--- src/rtl/ap_ddr_pkg.sv ---
// ap_ddr_pkg
// Shared definitions for the DDR burst arbiter: the arbiter FSM state encoding,
// the default burst length, the width of the DDR burst-length field and the
// fixed requester slot indices used by the cache / AP_ctrl layer.
package ap_ddr_pkg;

  localparam int LEN_W             = 10;  // DDR burst-length field width
  localparam int BURST_LEN_DEFAULT = 16;  // beats per burst

  // Requester slot indices
  localparam int REQ_INSTR = 0;
  localparam int REQ_DATA  = 1;
  localparam int REQ_CTXT  = 2;

  typedef enum logic [1:0] {
    IDLE     = 2'd0,
    RD_BURST = 2'd1,
    WR_BURST = 2'd2,
    DONE     = 2'd3
  } arb_state_e;

endpackage

--- src/rtl/ddr_burst_arbiter_rr_arbiter.sv ---
// rr_arbiter
// Purely combinational rotate-priority pick. The search starts at ptr and
// wraps modulo NUM_REQ; the first requesting index wins.
// Ports:
//   req    - per-requester pending vector
//   ptr    - index with highest priority this round
//   onehot - one-hot winner (all zero when nothing pending)
//   idx    - binary winner index (0 when nothing pending)
//   valid  - at least one requester pending
module rr_arbiter
  import ap_ddr_pkg::*;
#(
  parameter int NUM_REQ = 3,
  parameter int IDX_W   = 2
) (
  input  logic [NUM_REQ-1:0] req,
  input  logic [IDX_W-1:0]   ptr,
  output logic [NUM_REQ-1:0] onehot,
  output logic [IDX_W-1:0]   idx,
  output logic               valid
);

  always_comb begin
    int cand;
    // NOTE: every output gets a default before the search so no path leaves
    // a variable unassigned, which would otherwise infer a latch.
    onehot = '0;
    idx    = '0;
    valid  = 1'b0;
    cand   = 0;
    for (int i = 0; i < NUM_REQ; i++) begin
      if (!valid) begin
        cand = (int'(ptr) + i) % NUM_REQ;
        if (req[cand]) begin
          valid        = 1'b1;
          idx          = IDX_W'(cand);
          onehot[cand] = 1'b1;
        end
      end
    end
  end

endmodule

--- src/rtl/ddr_burst_arbiter.sv ---
// ddr_burst_arbiter
// Shares one DDR burst interface between the instruction cache, data cache and
// context store. One whole burst is granted at a time, round-robin; a requester
// with both a write-back and a refill pending is served write-back first.
// Ports:
//   clk, rst                    - clock, synchronous active-high reset
//   req_read / req_store        - per-requester level requests, held until req_done
//   req_read_addr/write_addr    - packed per-requester DDR addresses
//   req_wr_data                 - packed per-requester write beats
//   grant                       - one-hot current owner
//   req_rd_valid                - registered read-beat strobe, owner only
//   req_wr_data_req             - write-beat request pass-through, owner only
//   req_done                    - one-cycle burst-complete pulse
//   rd_data / rd_cnt            - registered read beat, beats delivered this burst
//   rd_burst_* / wr_burst_*     - DDR burst interface
module ddr_burst_arbiter
  import ap_ddr_pkg::*;
#(
  parameter int NUM_REQ        = 3,
  parameter int DATA_WIDTH     = 16,
  parameter int DDR_ADDR_WIDTH = 28,
  parameter int BURST_LEN      = BURST_LEN_DEFAULT
) (
  input  logic                                clk,
  input  logic                                rst,
  input  logic [NUM_REQ-1:0]                  req_read,
  input  logic [NUM_REQ-1:0]                  req_store,
  input  logic [NUM_REQ*DDR_ADDR_WIDTH-1:0]   req_read_addr,
  input  logic [NUM_REQ*DDR_ADDR_WIDTH-1:0]   req_write_addr,
  input  logic [NUM_REQ*DATA_WIDTH-1:0]       req_wr_data,
  output logic [NUM_REQ-1:0]                  grant,
  output logic [NUM_REQ-1:0]                  req_rd_valid,
  output logic [NUM_REQ-1:0]                  req_wr_data_req,
  output logic [NUM_REQ-1:0]                  req_done,
  output logic [DATA_WIDTH-1:0]               rd_data,
  output logic [LEN_W-1:0]                    rd_cnt,
  output logic                                rd_burst_req,
  output logic [DDR_ADDR_WIDTH-1:0]           rd_burst_addr,
  output logic [LEN_W-1:0]                    rd_burst_len,
  input  logic                                rd_burst_data_valid,
  input  logic [DATA_WIDTH-1:0]               rd_burst_data,
  input  logic                                rd_burst_finish,
  output logic                                wr_burst_req,
  output logic [DDR_ADDR_WIDTH-1:0]           wr_burst_addr,
  output logic [LEN_W-1:0]                    wr_burst_len,
  input  logic                                wr_burst_data_req,
  output logic [DATA_WIDTH-1:0]               wr_burst_data,
  input  logic                                wr_burst_finish
);

  localparam int IDX_W = (NUM_REQ > 1) ? $clog2(NUM_REQ) : 1;

  arb_state_e                state_q, state_d;
  logic [IDX_W-1:0]          rr_ptr_q, rr_ptr_d;
  logic [IDX_W-1:0]          owner_q, owner_d;
  logic [NUM_REQ-1:0]        grant_q, grant_d;
  logic [NUM_REQ-1:0]        rd_valid_q, rd_valid_d;
  logic [NUM_REQ-1:0]        req_done_q, req_done_d;
  logic [DATA_WIDTH-1:0]     rd_data_q, rd_data_d;
  logic [LEN_W-1:0]          rd_cnt_q, rd_cnt_d;
  logic                      rd_burst_req_q, rd_burst_req_d;
  logic                      wr_burst_req_q, wr_burst_req_d;
  logic [DDR_ADDR_WIDTH-1:0] rd_burst_addr_q, rd_burst_addr_d;
  logic [DDR_ADDR_WIDTH-1:0] wr_burst_addr_q, wr_burst_addr_d;

  logic [NUM_REQ-1:0]        pick_onehot;
  logic [IDX_W-1:0]          pick_idx;
  logic                      pick_valid;

  rr_arbiter #(
    .NUM_REQ (NUM_REQ),
    .IDX_W   (IDX_W)
  ) u_rr_arbiter (
    .req    (req_read | req_store),
    .ptr    (rr_ptr_q),
    .onehot (pick_onehot),
    .idx    (pick_idx),
    .valid  (pick_valid)
  );

  always_comb begin
    state_d         = state_q;
    rr_ptr_d        = rr_ptr_q;
    owner_d         = owner_q;
    grant_d         = grant_q;
    rd_valid_d      = '0;
    req_done_d      = '0;
    rd_data_d       = rd_data_q;
    rd_cnt_d        = rd_cnt_q;
    rd_burst_req_d  = rd_burst_req_q;
    wr_burst_req_d  = wr_burst_req_q;
    rd_burst_addr_d = rd_burst_addr_q;
    wr_burst_addr_d = wr_burst_addr_q;

    unique case (state_q)
      IDLE: begin
        if (pick_valid) begin
          grant_d  = pick_onehot;
          owner_d  = pick_idx;
          rd_cnt_d = '0;
          // Write-back goes before refill so a dirty line is never lost.
          if (req_store[pick_idx]) begin
            wr_burst_req_d  = 1'b1;
            wr_burst_addr_d = req_write_addr[int'(pick_idx)*DDR_ADDR_WIDTH +: DDR_ADDR_WIDTH];
            state_d         = WR_BURST;
          end else begin
            rd_burst_req_d  = 1'b1;
            rd_burst_addr_d = req_read_addr[int'(pick_idx)*DDR_ADDR_WIDTH +: DDR_ADDR_WIDTH];
            state_d         = RD_BURST;
          end
        end
      end
      RD_BURST: begin
        // Beats past the burst length are dropped; rd_cnt saturates.
        if (rd_burst_data_valid && (rd_cnt_q < LEN_W'(BURST_LEN))) begin
          rd_data_d  = rd_burst_data;
          rd_valid_d = grant_q;
          rd_cnt_d   = rd_cnt_q + 1'b1;
        end
        if (rd_burst_finish) begin
          state_d        = DONE;
          rd_burst_req_d = 1'b0;
          req_done_d     = grant_q;
          grant_d        = '0;
          rr_ptr_d       = (int'(owner_q) == NUM_REQ - 1) ? '0 : owner_q + 1'b1;
        end
      end
      WR_BURST: begin
        if (wr_burst_finish) begin
          state_d        = DONE;
          wr_burst_req_d = 1'b0;
          req_done_d     = grant_q;
          grant_d        = '0;
          rr_ptr_d       = (int'(owner_q) == NUM_REQ - 1) ? '0 : owner_q + 1'b1;
        end
      end
      DONE: begin
        state_d = IDLE;
      end
      default: state_d = IDLE;
    endcase
  end

  // NOTE: state registers use non-blocking assignments so every flop samples
  // the pre-edge value of every other flop.
  always_ff @(posedge clk) begin
    if (rst) begin
      state_q         <= IDLE;
      rr_ptr_q        <= '0;
      owner_q         <= '0;
      grant_q         <= '0;
      rd_valid_q      <= '0;
      req_done_q      <= '0;
      rd_data_q       <= '0;
      rd_cnt_q        <= '0;
      rd_burst_req_q  <= 1'b0;
      wr_burst_req_q  <= 1'b0;
      rd_burst_addr_q <= '0;
      wr_burst_addr_q <= '0;
    end else begin
      state_q         <= state_d;
      rr_ptr_q        <= rr_ptr_d;
      owner_q         <= owner_d;
      grant_q         <= grant_d;
      rd_valid_q      <= rd_valid_d;
      req_done_q      <= req_done_d;
      rd_data_q       <= rd_data_d;
      rd_cnt_q        <= rd_cnt_d;
      rd_burst_req_q  <= rd_burst_req_d;
      wr_burst_req_q  <= wr_burst_req_d;
      rd_burst_addr_q <= rd_burst_addr_d;
      wr_burst_addr_q <= wr_burst_addr_d;
    end
  end

  // Write-side steering is combinational so the DDR side sees the owner's
  // beat in the same cycle it asks for it.
  always_comb begin
    wr_burst_data = '0;
    if (grant_q != '0) begin
      wr_burst_data = req_wr_data[int'(owner_q)*DATA_WIDTH +: DATA_WIDTH];
    end
  end

  assign req_wr_data_req = (state_q == WR_BURST) ? (grant_q & {NUM_REQ{wr_burst_data_req}}) : '0;

  assign grant         = grant_q;
  assign req_rd_valid  = rd_valid_q;
  assign req_done      = req_done_q;
  assign rd_data       = rd_data_q;
  assign rd_cnt        = rd_cnt_q;
  assign rd_burst_req  = rd_burst_req_q;
  assign rd_burst_addr = rd_burst_addr_q;
  assign wr_burst_req  = wr_burst_req_q;
  assign wr_burst_addr = wr_burst_addr_q;
  assign rd_burst_len  = LEN_W'(BURST_LEN);
  assign wr_burst_len  = LEN_W'(BURST_LEN);

endmodule

--- config.mk ---
export PLATFORM = sky130hd
export DESIGN_NAME = ddr_burst_arbiter
export DESIGN_NICKNAME = d
export VERILOG_FILES = /design/src/rtl/ap_ddr_pkg.sv /design/src/rtl/ddr_burst_arbiter_rr_arbiter.sv /design/src/rtl/ddr_burst_arbiter.sv
export SDC_FILE = /design/constraint.sdc
export NUM_CORES = 1
export LEC_CHECK = 0
export CORE_AREA = 2 2 144 146
export DETAILED_ROUTE_END_ITERATION = 7
export DIE_AREA = 0 0 146 148
export GPL_TIMING_DRIVEN = 0
export HOLD_SLACK_MARGIN = 0.06
export PLACE_DENSITY = 0.69
export SYNTH_ARGS = -nofsm -noshare
export SYNTH_HDL_FRONTEND = slang
export SYNTH_SLANG_ARGS = --single-unit
--- constraint.sdc ---
create_clock -name clk -period 3.8 [get_ports clk]
set_input_delay 0.76 -clock clk [delete_from_list [all_inputs] [get_ports clk]]
set_output_delay 0.76 -clock clk [all_outputs]
set_load 0.03 [all_outputs]
-- Word-level counts from Yosys, hierarchy flattened
Index checks and enable logic that the tools add are counted.
- latch bits: 0
- memories: 0
- word-level logic and storage cells: 130
- bits of input ports: 244
- output and inout port bits: 132
- memory bits (read-only): 0
- bits in registers: 99
- bits in writable memories: 0
- multiply operators: 1
- order comparisons: 8
- bitwise logic cells: 7
- reduce and logical (&&, ||, !) cells: 21
- shifts and indexed selects: 3
- equal/unequal tests: 10
- muxes and demuxes: 61
- div/mod/pow operators: 3
- add/subtract/negate cells: 4
- operator list (cell ; number):
    >= comparator 32 x 1 -> 1 bit (second input constant) ; 3
    < comparator 32 x 4 -> 1 bit (second input constant) ; 3
    indexed part select 84 x 32 -> 28 bit ; 1
    indexed part select 84 x 8 -> 28 bit ; 1
    remainder unit 32 x 3 -> 32 bit (second input constant) ; 2
    indexed part select 48 x 7 -> 16 bit ; 1
    two-way mux 3 bit ; 11
    remainder unit 3 x 3 -> 32 bit (second input constant) ; 1
    two-way mux 2 bit ; 12
    two-way mux 1 bit ; 21
    two-way mux 10 bit ; 2
    case mux 10 bit (2 select lines) ; 1
    two-way mux 16 bit ; 1
    AND reduction 3 bit ; 5
    != test 2 bit (second input constant) ; 6
    AND reduction 4 bit ; 3
    adder 10 x 1 -> 10 bit (second input constant) ; 1
    < comparator 10 x 5 -> 1 bit (second input constant) ; 1
    OR 3 bit ; 3
    case mux 3 bit (3 select lines) ; 1
    binary-select mux 1 bit (select 2 bit) ; 4
    case mux 2 bit (4 select lines) ; 1
    demux 1 bit (select 2 bit) ; 3
    equality test 2 bit (second input constant) ; 3
    17 further kinds ; 27

-- Depth between registers and ports, before layout
Gate-level depths: netlist of the first run.
- word-level depth: 14
- gate-level depth with buffers: 11
- gate-level depth less buffers: 8

-- Hierarchy
A second synthesis of the first run with hierarchy kept.
- cell total of the unflattened synthesis: 727
- area, all modules: 5994.5 um^2
- modules (own cells, without submodules) (module ; area each (um^2) ; cells each ; times used ; seq. area each (um^2)):
    ddr_burst_arbiter ; 5594.1 ; 664 ; 1 ; 1981.9
    rr_arbiter ; 400.4 ; 63 ; 1 ; 0.0

-- Least setup slack after synthesis of the first run
OpenSTA, ideal clock, no wires.
- kind: register -> output
- from: register owner_q[0]
- to: output wr_burst_data[10]
- setup slack: 1.186 ns
- data arrival time: 1.854 ns
- cell stages (with the launch flop): 7
- required time: 3.040 ns
- buffers on the path: 2
- path through: dfxtp_1 -> clkbuf_1 -> buf_1 -> mux2i_1 -> nor2_1 -> a21oi_1 -> nor2_1
- longest elaborated chain between the ends: 2
- RTL lines (what ; line ; text):
    start: declaration ; ddr_burst_arbiter.sv:55 ; logic [IDX_W-1:0] owner_q, owner_d;
    start signal: assignment ; ddr_burst_arbiter.sv:163 ; owner_q <= owner_d;
    indexed part select 48 x 7 -> 16 bit ; ddr_burst_arbiter.sv:181 ; wr_burst_data = req_wr_data[int'(owner_q)*DATA_WIDTH +: DATA_WIDTH];
    two-way mux 16 bit ; ddr_burst_arbiter.sv:180 ; if (grant_q != '0) begin
    end: declaration ; ddr_burst_arbiter.sv:47 ; output logic [DATA_WIDTH-1:0] wr_burst_data,
Every way passes these cells.

-- Worst setup path in the final report of the first run
Same ends and word-level chain as after synthesis.

==> results of run 1 <==
## cell usage after synthesis (3+ instances only)
cell type / number / area [µm²]
nand2_1: 98 / 368
a21oi_1: 100 / 500
a31oi_1: 3 / 18.8
nor4_1: 3 / 18.8
a41oi_1: 5 / 43.8
nand4_1: 5 / 31.3
buf_2: 9 / 45.0
nand3_1: 31 / 155
a311o_1: 29 / 290
o211ai_1: 3 / 22.5
a21o_1: 5 / 37.5
inv_1: 9 / 33.8
nor2_1: 110 / 413
a2111o_1: 28 / 315
a21bo_2: 4 / 40.0
nor3_1: 6 / 30.0
o22ai_1: 3 / 18.8
o21ai_0: 32 / 160
and2_1: 3 / 18.8
clkbuf_1: 56 / 210
nor2b_1: 3 / 18.8
and3_1: 5 / 31.3
mux2i_1: 46 / 460
ha_1: 8 / 100
buf_4: 20 / 150
or3_1: 3 / 18.8
dfxtp_1: 99 / 1980
nand2b_1: 6 / 37.5
and4_1: 3 / 26.3
## layout by cell type, fill, tap and decap left out, types with 4 or more instances in the layout
| cell | instances |
|---|---|
| clkbuf_16 | 9 |
| nand3_1 | 31 |
| ha_1 | 8 |
| mux2i_1 | 46 |
| clkdlybuf4s50_1 | 354 |
| nand2_1 | 98 |
| and3_1 | 5 |
| a311o_1 | 29 |
| inv_1 | 9 |
| a21bo_2 | 4 |
| nand4_1 | 5 |
| nand2b_1 | 6 |
| buf_4 | 20 |
| clkbuf_1 | 56 |
| conb_1 | 20 |
| o21ai_0 | 32 |
| nor3_1 | 6 |
| buf_2 | 10 |
| dfxtp_1 | 99 |
| a21oi_1 | 100 |
| a41oi_1 | 5 |
| a21o_1 | 5 |
| a2111o_1 | 28 |
| nor2_1 | 110 |
## cell families (layout without fill, tap and decap cells)
group | after synthesis | count (layout) | synth area share [%]
buffers and inverters | 98 | 468 | 7.95
flip-flops | 99 | 99 | 33.6
adder cells (fa/ha/maj) | 8 | 8 | 1.70
AO/OA/AOI/OAI | 228 | 228 | 27.0
other | 2 | 20 | 0.127
multiplexers | 46 | 46 | 7.80
XOR/XNOR | 1 | 1 | 0.148
AND/OR/NAND/NOR | 289 | 289 | 21.7
## state kept, by name, indices dropped and copies added (netlist names)
| register | cells |
|---|---|
| rd_burst_addr | 28 |
| rd_data | 16 |
| rd_cnt | 10 |
| req_rd_valid | 3 |
| grant | 3 |
| wr_burst_addr | 28 |
| req_done | 3 |
| rd_burst_req | 1 |
| owner_q | 2 |
| rr_ptr_q | 2 |
| wr_burst_req | 1 |
| state_q | 2 |
## through the flow
step / util (%) / power, W / cell area [µm²] / setup TNS [ns]
3_3_place_gp: 49.1 / 0.00627 / 9850 / -0.0149
6_report: 50.8 / 0.00727 / 10200 / 0
2_1_floorplan: - / 0.00445 / 5970 / 0
3_5_place_dp: 49.1 / 0.00630 / 9850 / -0.0180
4_1_cts: 50.8 / 0.00731 / 10200 / 0
5_1_grt: 50.8 / 0.00773 / 10200 / 0
## report_power, final
group	switching (W)	internal, W
Combinational	0.00286	0.00185
Clock	0.000428	0.000569
Sequential	0.000190	0.00137
## layer usage
| layer | global-route usage, % | vias to the layer above | routed length [µm] |
|---|---|---|---|
| met2 | 41.3 | 306 | 12800 |
| met5 | 0 | - | 8 |
| li1 | - | 3502 | - |
| met1 | 27.6 | 3293 | 10500 |
| met3 | 7.41 | 46 | 2130 |
| met4 | 7.43 | 2 | 735 |
## how the worst max path moves through the flow
stage / from / end / slack, ns / cells past startpoint
after floorplan: owner_q[0]$_SDFFE_PP0P_ / wr_burst_data[10] / 1.19 / 6
after global placement: req_store[1] / wr_burst_addr[8]$_SDFFE_PP0P_ / -0.01 / 10
after detailed placement: req_store[1] / wr_burst_addr[8]$_SDFFE_PP0P_ / -0.02 / 10
after CTS: owner_q[0]$_SDFFE_PP0P_ / wr_burst_data[11] / 0.21 / 7
after global routing: owner_q[0]$_SDFFE_PP0P_ / wr_burst_data[14] / 0.05 / 7
final: owner_q[0]$_SDFFE_PP0P_ / wr_burst_data[10] / 0.22 / 7
## cell type report
| type | instances | share of cell area [%] |
|---|---|---|
| clock buffers | 12 | 2.62 |
| repair buffers | 354 | 34.8 |
| multi-input cells | 592 | 34.6 |
| flip-flops and latches | 99 | 19.5 |
| well taps | 270 | 3.32 |
| plain buffers | 89 | 4.29 |
| clock inverters | 4 | 0.541 |
| inverters | 9 | 0.332 |
## what timing repair did
item	4_1_cts	5_1_grt
endpoints found under the hold margin	0	0
setup endpoints to repair	7	0
resized for setup	1	0
buffers inserted	0	0
## worst min-delay path, stage by stage (launching register included)
cell and delay (ns):
dfxtp_1 0.31, nand2_1 0.05, a21oi_1 0.05
==> summary.txt, run 1 <==
Global route
  • Initial antenna violation count: 1
  • Largest net degree at the start of global routing: 17
  • Vias in the first global route: about 7000
  • GRT Overall Usage: 23.6%
  • First-pass GRT wire length: 39900 µm
  • Gr ovfl total: 0

Logic synthesis
  • Top_reg_cell synth: dfxtp_1
  • Mapped Area: 5900 µm²
  • Post-synth EDFFs: 0
  • Seq cells post-synth: 99
  • Synth unique cells: 58
  • Yosys Warn Count: 0
  • Register area share after synthesis: 33.6%
  • Post-Synthesis Cells: 771
  • Mean area per synthesized cell: 7.65 µm²
  • Ys async rst share: 0%

Timing
  • RSZ-0062 raised after global routing: no
  • Slew Limit Fails: 0
  • Final setup fails: 0
  • Slew HR: between 40% and 50%
  • Fmax: between 0.2 and 0.3 GHz
  • PnR worst setup slack: 0.219 ns
  • Count of final hold-check violations: 0
  • Fin crit share: a little over nine tenths
  • Post-layout min period: 3.58 ns
  • Clock skew: 0.00924 ns
  • Worst Tran Pin Value: 0.860 ns
  • Fin Hold WS: 0.452 ns

Worst setup path
  • Worst setup path category: register to output pin
  • Most used cell, CP: nor2_1
  • Worst reg2reg path depth: 10
  • Worst-path fanout max: 10
  • CP delay by family, top: buffers and inverters
  • Startpoint types: register
  • Arrival @ worst endpoint: 2.82 ns
  • Crit-path slowest cell: clkdlybuf4s50_1
  • Worst path max stage delay: 0.61 ns
  • Flop2flop setup slack: 0.63 ns
  • CP bufs+invs: 3
  • R2r endpoint: wr_burst_addr[8]$_SDFFE_PP0P_
  • Critical path capture point type: output pin
  • Worst r2r src: rr_ptr_q[0]$_SDFFE_PP0P_
  • Req. time, crit path: a little over 3 ns
  • Critical path, cell by cell: clkbuf_1, buf_2, mux2i_1, nor2_1, a21oi_1, nor2_1, clkdlybuf4s50_1

Clock network
  • # clock sinks: 99
  • H-tree levels: 3
  • CTS Buf Count: 9
  • CTS tree: done
  • Hold Buf Count CTS: 0
  • Clock root buffer master: clkbuf_16
  • Skew-Pair Late Insertion Delay: 0.35 ns
  • Clk buf depth: 2
  • Worst-path clk slew: 0.08 ns

Layout
  • Share of cells above drive strength 1: 5.09%
  • Area occupied by multi-input gates: 3520 µm²
  • Final net count: 1406
  • FF/Latch Area: 1980 µm²
  • Number of fill cells: 2021
  • Synth-to-Final Area Change: 72.4%
  • # diodes: 0
  • Fin cells: 1429

Die
  • Core area: around 20000 µm²
  • Initial Util: 29.4%
  • # IOs: approximately 380
  • Row count: 52
  • Die Span Y: 148 µm
  • Die area: 21600 µm²
  • Chip width: between 100 and 150 µm

Worst hold path
  • Min-Delay Path Depth: 2
  • Worst hold start: rd_data[6]$_SDFFE_PP0P_
  • WHS Endpoint: rd_data[6]$_SDFFE_PP0P_
  • Worst hold path type: register to register

Route
  • Drt pass-1 iters: 5
  • Post-DRT Antenna Nets: 0
  • Routed len/inst: 18.3 µm
  • Remaining DRCs: 0
  • Initial drt markers: 321
  • Vias per cell: 5.00
  • Vias post-DR: roughly 7000
  • Total wire length: approximately 26000 µm

Place
  • Dpl hpwl: roughly 21000 µm
  • RePlAce Congestion: 0.884
  • Placed Cells: 1413
  • Number of buffers added on ports: 354
  • Place WS: -0.0180 ns

Run status
  • Status: finished, final reports clean

Flow run
  • Max Cap Viol: 0

Power
  • Worst vdd rail ir drop: around 0.34 mV
  • Pleak: 3.81 nW
  • Power Dens Cells: 715 nW/µm²
No activity file was read; power rests on OpenSTA's default activity.
==> run 2: changes to the inputs <==
- RECOVER_POWER: not set -> 100
==> run 2 against run 1 <==
Compared with the run above: flip-flop and latch count did not move; clock power barely moved; worst hold slack got worse by 0.0024 ns; via count rose by 0.31%; power fell by 2.0%; critical path depth did not move; clock skew barely moved; count of clock-buffer cells in the layout did not move; non-clock buffer count did not move; sequential share of layout area barely moved; cell count did not move; die area did not move.
==> summary.txt, run 2 (same netlist as run 1, synthesis figures left out) <==
Clock network
  • Clock root buffer master: clkbuf_16
  • CTS Buf Count: 9 (unchanged)
  • # clock sinks: 99 (unchanged)
  • Hold Buf Count CTS: 0 (unchanged)
  • Clk buf depth: 2 (unchanged)
  • H-tree levels: 3 (unchanged)
  • Worst-path clk slew: 0.08 ns (about the same)
  • Skew-Pair Late Insertion Delay: 0.35 ns (about the same)
  • CTS tree: done

Route
  • Remaining DRCs: 0 (unchanged)
  • Total wire length: 26200 µm (about the same)
  • Drt pass-1 iters: 5 (unchanged)
  • Routed wl met2: 12900 µm (+0.64%)
  • Post-DRT Antenna Nets: 0 (unchanged)
  • Highest signal layer in the routed design: met5
  • Routed len/inst: 18.3 µm (about the same)
  • Initial drt markers: 319 (-0.62%)
  • Met1 WL: 10400 µm (-0.99%)
  • Vias post-DR: 7171 (+0.31%)
  • WL met3: 2150 µm (+0.89%)
  • Vias per cell: 5.02 (+0.31%)

Power
  • Internal power: 0.00366 W (-3.4%)
  • Clock network fraction of total power: 14.0% (+0.3 points)
  • Pleak: 4.13 nW (+8.4%)
  • Final Power: 0.00713 W (-2.0%)
  • Switch share: 48.6% (+0.75 points)
  • Sequential power share: 21.8% (+0.3 points)
  • Comb power frac: 64.3% (-0.5 points)
  • Power Dens Cells: 701 nW/µm² (-2.0%)
  • Sw Pwr: 0.00347 W (-0.42%)
  • Worst vdd rail ir drop: 0.335 mV (-2.0%)

Place
  • Placed cell area: 9850 µm² (unchanged)
  • Number of buffers added on ports: 354 (unchanged)
  • Placed Cells: 1413 (unchanged)
  • RePlAce Congestion: 0.884 (unchanged)
  • Dpl hpwl: 20800 µm (unchanged)

Die
  • Core area: 20000 µm² (unchanged)
  • Die area: 21600 µm² (unchanged)
  • Chip width: 146 µm (unchanged)
  • Initial Util: 29.4% (unchanged)
  • # IOs: 376 (unchanged)
  • Die Span Y: 148 µm (unchanged)
  • Row count: 52 (unchanged)

Layout
  • Final Cell Area: 10200 µm² (about the same)
  • Commonest non-fill, non-tap cell in the layout: clkdlybuf4s50_1
  • Synth-to-Final Area Change: 72.4% (about the same)
  • Final net count: 1406 (unchanged)
  • Fin cells: 1429 (unchanged)
  • Final Util: 50.7% (about the same)
  • # diodes: 0 (unchanged)
  • Most frequent cells in the layout: clkdlybuf4s50_1, nor2_1, dlygate4sd3_1
  • Share of cells above drive strength 1: 5.00% (-0.086 points)

Global route
  • Initial antenna violation count: 1 (unchanged)
  • Gr ovfl total: 0 (unchanged)
  • GRT Overall Usage: 23.6% (unchanged)
  • Vias in the first global route: 7024 (unchanged)
  • Largest net degree at the start of global routing: 17 (unchanged)
  • First-pass GRT wire length: 39900 µm (unchanged)

Timing
  • Count of final hold-check violations: 0 (unchanged)
  • Slew HR: 42.2% (about the same)
  • Clock skew: 0.00960 ns (+0.000353 ns)
  • Worst Tran Pin Value: 0.860 ns (+0.0000745 ns)
  • RSZ-0062 raised after global routing: no
  • Fin crit share: 94.2% (about the same)
  • Final setup fails: 0 (unchanged)
  • Slew Limit Fails: 0 (unchanged)
  • Post-layout min period: 3.58 ns (+0.000165 ns)
  • Fmax: 0.279 GHz (about the same)

Run status
  • Status: finished, final reports clean

Worst hold path
  • Worst hold path type: register to register

Worst setup path
  • Worst setup path category: register to output pin
  • Critical path capture point type: output pin
  • Startpoint types: register
  • Worst-path fanout max: 10 (unchanged)
  • Req. time, crit path: 3.04 ns (about the same)
  • Arrival @ worst endpoint: 2.82 ns (about the same)

Flow run
  • Max Cap Viol: 0 (unchanged)
==> run 2: cell types whose count changed in the layout (fill, tap and decap cells not counted), moves of 2 or more <==
cell,delta
clkdlybuf4s50_1,-106
dlygate4sd3_1,+106
buf_2,-3
and2_0,+2
and2_1,-2
clkbuf_2,+2
==> run 2: timing repair <==
| item | 4_1_cts | 5_1_grt |
|---|---|---|
| endpoints found under the setup margin | 7 | 0 |
| gates resized for setup | 1 | 0 |
| setup buffers | 0 | 0 |
| hold endpoints to repair | 0 | 0 |
==> run 2: area by class of cell <==
class	instances	area, µm²
fillers	2020	9870
repair buffers	354	3540
multi-input cells	592	3520
flip-flops and latches	99	1980
plain buffers	89	435
well taps	270	338
clock buffers	12	267
clock inverters	4	55.1
inverters	9	33.8
==> run 2: path summary, 6_finish.rpt <==
| kind | from | end | slack [ns] | cells past startpoint |
|---|---|---|---|---|
| min | rd_data[6]$_SDFFE_PP0P_ | rd_data[6]$_SDFFE_PP0P_ | 0.45 | 2 |
| max reg2reg | rr_ptr_q[0]$_SDFFE_PP0P_ | wr_burst_addr[8]$_SDFFE_PP0P_ | 0.58 | 10 |
| max | owner_q[0]$_SDFFE_PP0P_ | wr_burst_data[10] | 0.22 | 7 |
| min reg2reg | rd_data[6]$_SDFFE_PP0P_ | rd_data[6]$_SDFFE_PP0P_ | 0.45 | 2 |
==> run 2: power groups by stage <==
stage | registers [W] | clock network [W] | logic [W]
after global placement | 0.00157 | 0 | 0.00470
final | 0.00155 | 0.000996 | 0.00458
after CTS | 0.00157 | 0.00101 | 0.00473
after floorplan | 0.00217 | 0 | 0.00227
after global routing | 0.00159 | 0.00107 | 0.00493
after detailed placement | 0.00159 | 0 | 0.00472
==> run 2: per-stage QoR <==
| stage | setup slack [ns] | setup TNS, ns | hold WS [ns] |
|---|---|---|---|
| global route | 0.0370 | 0 | 0.466 |
| detailed placement | -0.0180 | -0.0180 | 0.446 |
| finish | 0.219 | 0 | 0.450 |
| global placement | -0.0149 | -0.0149 | 0.437 |
| floorplan | 1.19 | 0 | 0.454 |
| CTS | 0.213 | 0 | 0.455 |
==> run 2: critical path, cell delays in order, from the launching register on <==
cell             delay, ns
dfxtp_1               0.34
clkbuf_1              0.58
buf_2                 0.45
mux2i_1               0.23
nor2_1                0.05
a21oi_1               0.14
nor2_1                0.05
clkdlybuf4s50_1       0.61
==> run 2: per-layer routing <==
metal | track usage [%] | vias up
met5 | 0 | -
met1 | 27.6 | 3302
li1 | - | 3504
met4 | 7.43 | 2
met2 | 41.3 | 317
met3 | 7.41 | 46
==> run 3: changes to the inputs <==
- SKIP_CTS_REPAIR_TIMING: not set -> 1
- SKIP_LAST_GASP: not set -> 1
==> run 3 against run 2 <==
Compared with the run above: first-iteration DRC count decreased by 0.63%; critical endpoint is now wr_burst_data[9]; wire length about the same; cell count unchanged; power about the same; highest routed layer unchanged; global-route usage is the same; die area did not move; utilization is the same; count of clock-buffer cells in the layout unchanged; flip-flop and latch count stayed put; critical path depth did not move.
==> summary.txt, run 3 (same netlist as run 1, synthesis figures left out) <==
Die
  • Die area: 21600 µm² (unchanged)
  • Chip width: 146 µm (unchanged)
  • Die Span Y: 148 µm (unchanged)
  • Core area: 20000 µm² (unchanged)
  • Row count: 52 (unchanged)
  • Initial Util: 29.4% (unchanged)
  • # IOs: 376 (unchanged)

Route
  • Post-DRT Antenna Nets: 0 (unchanged)
  • Initial drt markers: 317 (-0.63%)
  • Vias post-DR: 7175 (+0.056%)
  • Remaining DRCs: 0 (unchanged)
  • Routed len/inst: 18.3 µm (about the same)
  • Vias per cell: 5.02 (about the same)
  • Drt pass-1 iters: 5 (unchanged)
  • Total wire length: 26200 µm (about the same)

Worst setup path
  • R2r endpoint: wr_burst_addr[8]$_SDFFE_PP0P_
  • Worst setup path category: register to output pin
  • Most used cell, CP: nor2_1
  • Crit. Startpoint: owner_q[0]$_SDFFE_PP0P_
  • Worst path max stage delay: 0.71 ns (+0.10 ns)
  • Crit-path slowest cell: dlygate4sd3_1
  • Req. time, crit path: 3.04 ns (about the same)
  • Critical path capture point type: output pin
  • Critical path, cell by cell: clkbuf_1, clkbuf_2, mux2i_1, nor2_1, a21oi_1, nor2_1, dlygate4sd3_1
  • Worst r2r src: rr_ptr_q[0]$_SDFFE_PP0P_
  • Flop2flop setup slack: 0.58 ns (about the same)
  • Worst reg2reg path depth: 10 (unchanged)
  • Worst-path fanout max: 10 (unchanged)
  • Startpoint types: register
  • Arrival @ worst endpoint: 2.91 ns (+0.09 ns)
  • Critical Path End: wr_burst_data[9]

Timing
  • Slew Limit Fails: 0 (unchanged)
  • Fin crit share: 96.5% (+2.2 points)
  • RSZ-0062 raised after global routing: no
  • Slew HR: 42.9% (+0.64 points)
  • Count of final hold-check violations: 0 (unchanged)
  • Fmax: 0.273 GHz (-2.3%)
  • Worst Tran Pin Value: 0.850 ns (-0.00946 ns)
  • Post-layout min period: 3.67 ns (+0.0852 ns)
  • Setup Total Neg Slack: 0 ns (unchanged)
  • Clock skew: 0.00960 ns (+0.00000735 ns)
  • Final setup fails: 0 (unchanged)
  • Fin Hold WS: 0.450 ns (unchanged)

Power
  • Worst vdd rail ir drop: 0.335 mV (-0.24%)
  • Power Dens Cells: 701 nW/µm² (about the same)
  • Pleak: 4.13 nW (about the same)

Clock network
  • CTS tree: done
  • # clock sinks: 99 (unchanged)
  • Skew-Pair Late Insertion Delay: 0.35 ns (about the same)
  • Clock root buffer master: clkbuf_16
  • H-tree levels: 3 (unchanged)
  • Clk buf depth: 2 (unchanged)
  • Worst-path clk slew: 0.08 ns (about the same)
  • CTS Buf Count: 9 (unchanged)

Layout
  • # diodes: 0 (unchanged)
  • Fin cells: 1429 (unchanged)
  • Synth-to-Final Area Change: 72.4% (unchanged)
  • Share of cells above drive strength 1: 5.00% (unchanged)
  • Final Util: 50.7% (unchanged)
  • Commonest non-fill, non-tap cell in the layout: clkdlybuf4s50_1
  • Final net count: 1406 (unchanged)
  • Most frequent cells in the layout: clkdlybuf4s50_1, nor2_1, dlygate4sd3_1

Worst hold path
  • Worst hold path type: register to register
  • Worst hold start: rd_data[6]$_SDFFE_PP0P_

Global route
  • Vias in the first global route: 7024 (unchanged)
  • GRT Overall Usage: 23.6% (unchanged)
  • Gr ovfl total: 0 (unchanged)
  • Largest net degree at the start of global routing: 17 (unchanged)
  • Initial antenna violation count: 1 (unchanged)
  • First-pass GRT wire length: 39900 µm (unchanged)

Place
  • RePlAce Congestion: 0.884 (unchanged)
  • Placed Cells: 1413 (unchanged)
  • Dpl hpwl: 20800 µm (unchanged)
  • Number of buffers added on ports: 354 (unchanged)

Run status
  • Status: finished, final reports clean

Flow run
  • Max Cap Viol: 0 (unchanged)
==> run 3: cell types whose count changed in the layout (fill, tap and decap cells not counted), sizes merged <==
cell,previous run,this run
dlygate4sd3,106,107
clkbuf,71,72
buf,30,29
clkdlybuf4s50,248,247
==> run 3: routing by layer <==
| layer | vias up | wire length (µm) | GRT usage (%) |
|---|---|---|---|
| met5 | - | 8 | 0 |
| met4 | 2 | 744 | 7.43 |
| met3 | 46 | 2130 | 7.41 |
| met2 | 321 | 12900 | 41.3 |
| met1 | 3301 | 10400 | 27.6 |
| li1 | 3505 | - | - |
==> run 3: worst min path at each step <==
stage,to,depth (start not counted)
floorplan,state_q[0]$_SDFFE_PP0P_,2
global placement,rd_data[6]$_SDFFE_PP0P_,2
detailed placement,wr_burst_addr[6]$_SDFFE_PP0P_,2
CTS,rd_data[5]$_SDFFE_PP0P_,2
global route,wr_burst_addr[6]$_SDFFE_PP0P_,2
finish,rd_data[6]$_SDFFE_PP0P_,2
==> run 3: final cells by class <==
type,count,area [µm²]
fillers,2020,9870
well taps,270,338
clock inverters,4,55.1
clock buffers,12,267
inverters,9,33.8
plain buffers,89,435
multi-input cells,592,3520
repair buffers,354,3540
flip-flops and latches,99,1980
==> run 3: stage by stage <==
stage	power (W)	instance area, µm²	worst slack [ns]
4_1_cts	0.00731	10200	-0.0467
3_3_place_gp	0.00627	9850	-0.0149
5_1_grt	0.00758	10200	0.0227
2_1_floorplan	0.00445	5970	1.19
3_5_place_dp	0.00630	9850	-0.0180
6_report	0.00712	10200	0.134
==> run 3: power breakdown <==
group          internal (W)  switching [W]
Clock              0.000569       0.000427
Sequential          0.00137       0.000178
Combinational       0.00172        0.00286
Total               0.00366        0.00347
==> run 3: worst max-delay path, delay by kind of cell, from the launching register on <==
family,cells,cell delay [ns]
muxes,1,0.23
DFF,1,0.34
AOI/OAI and AO/OA,1,0.14
buffers and inverters,3,1.75
and+or+nand+nor,2,0.11
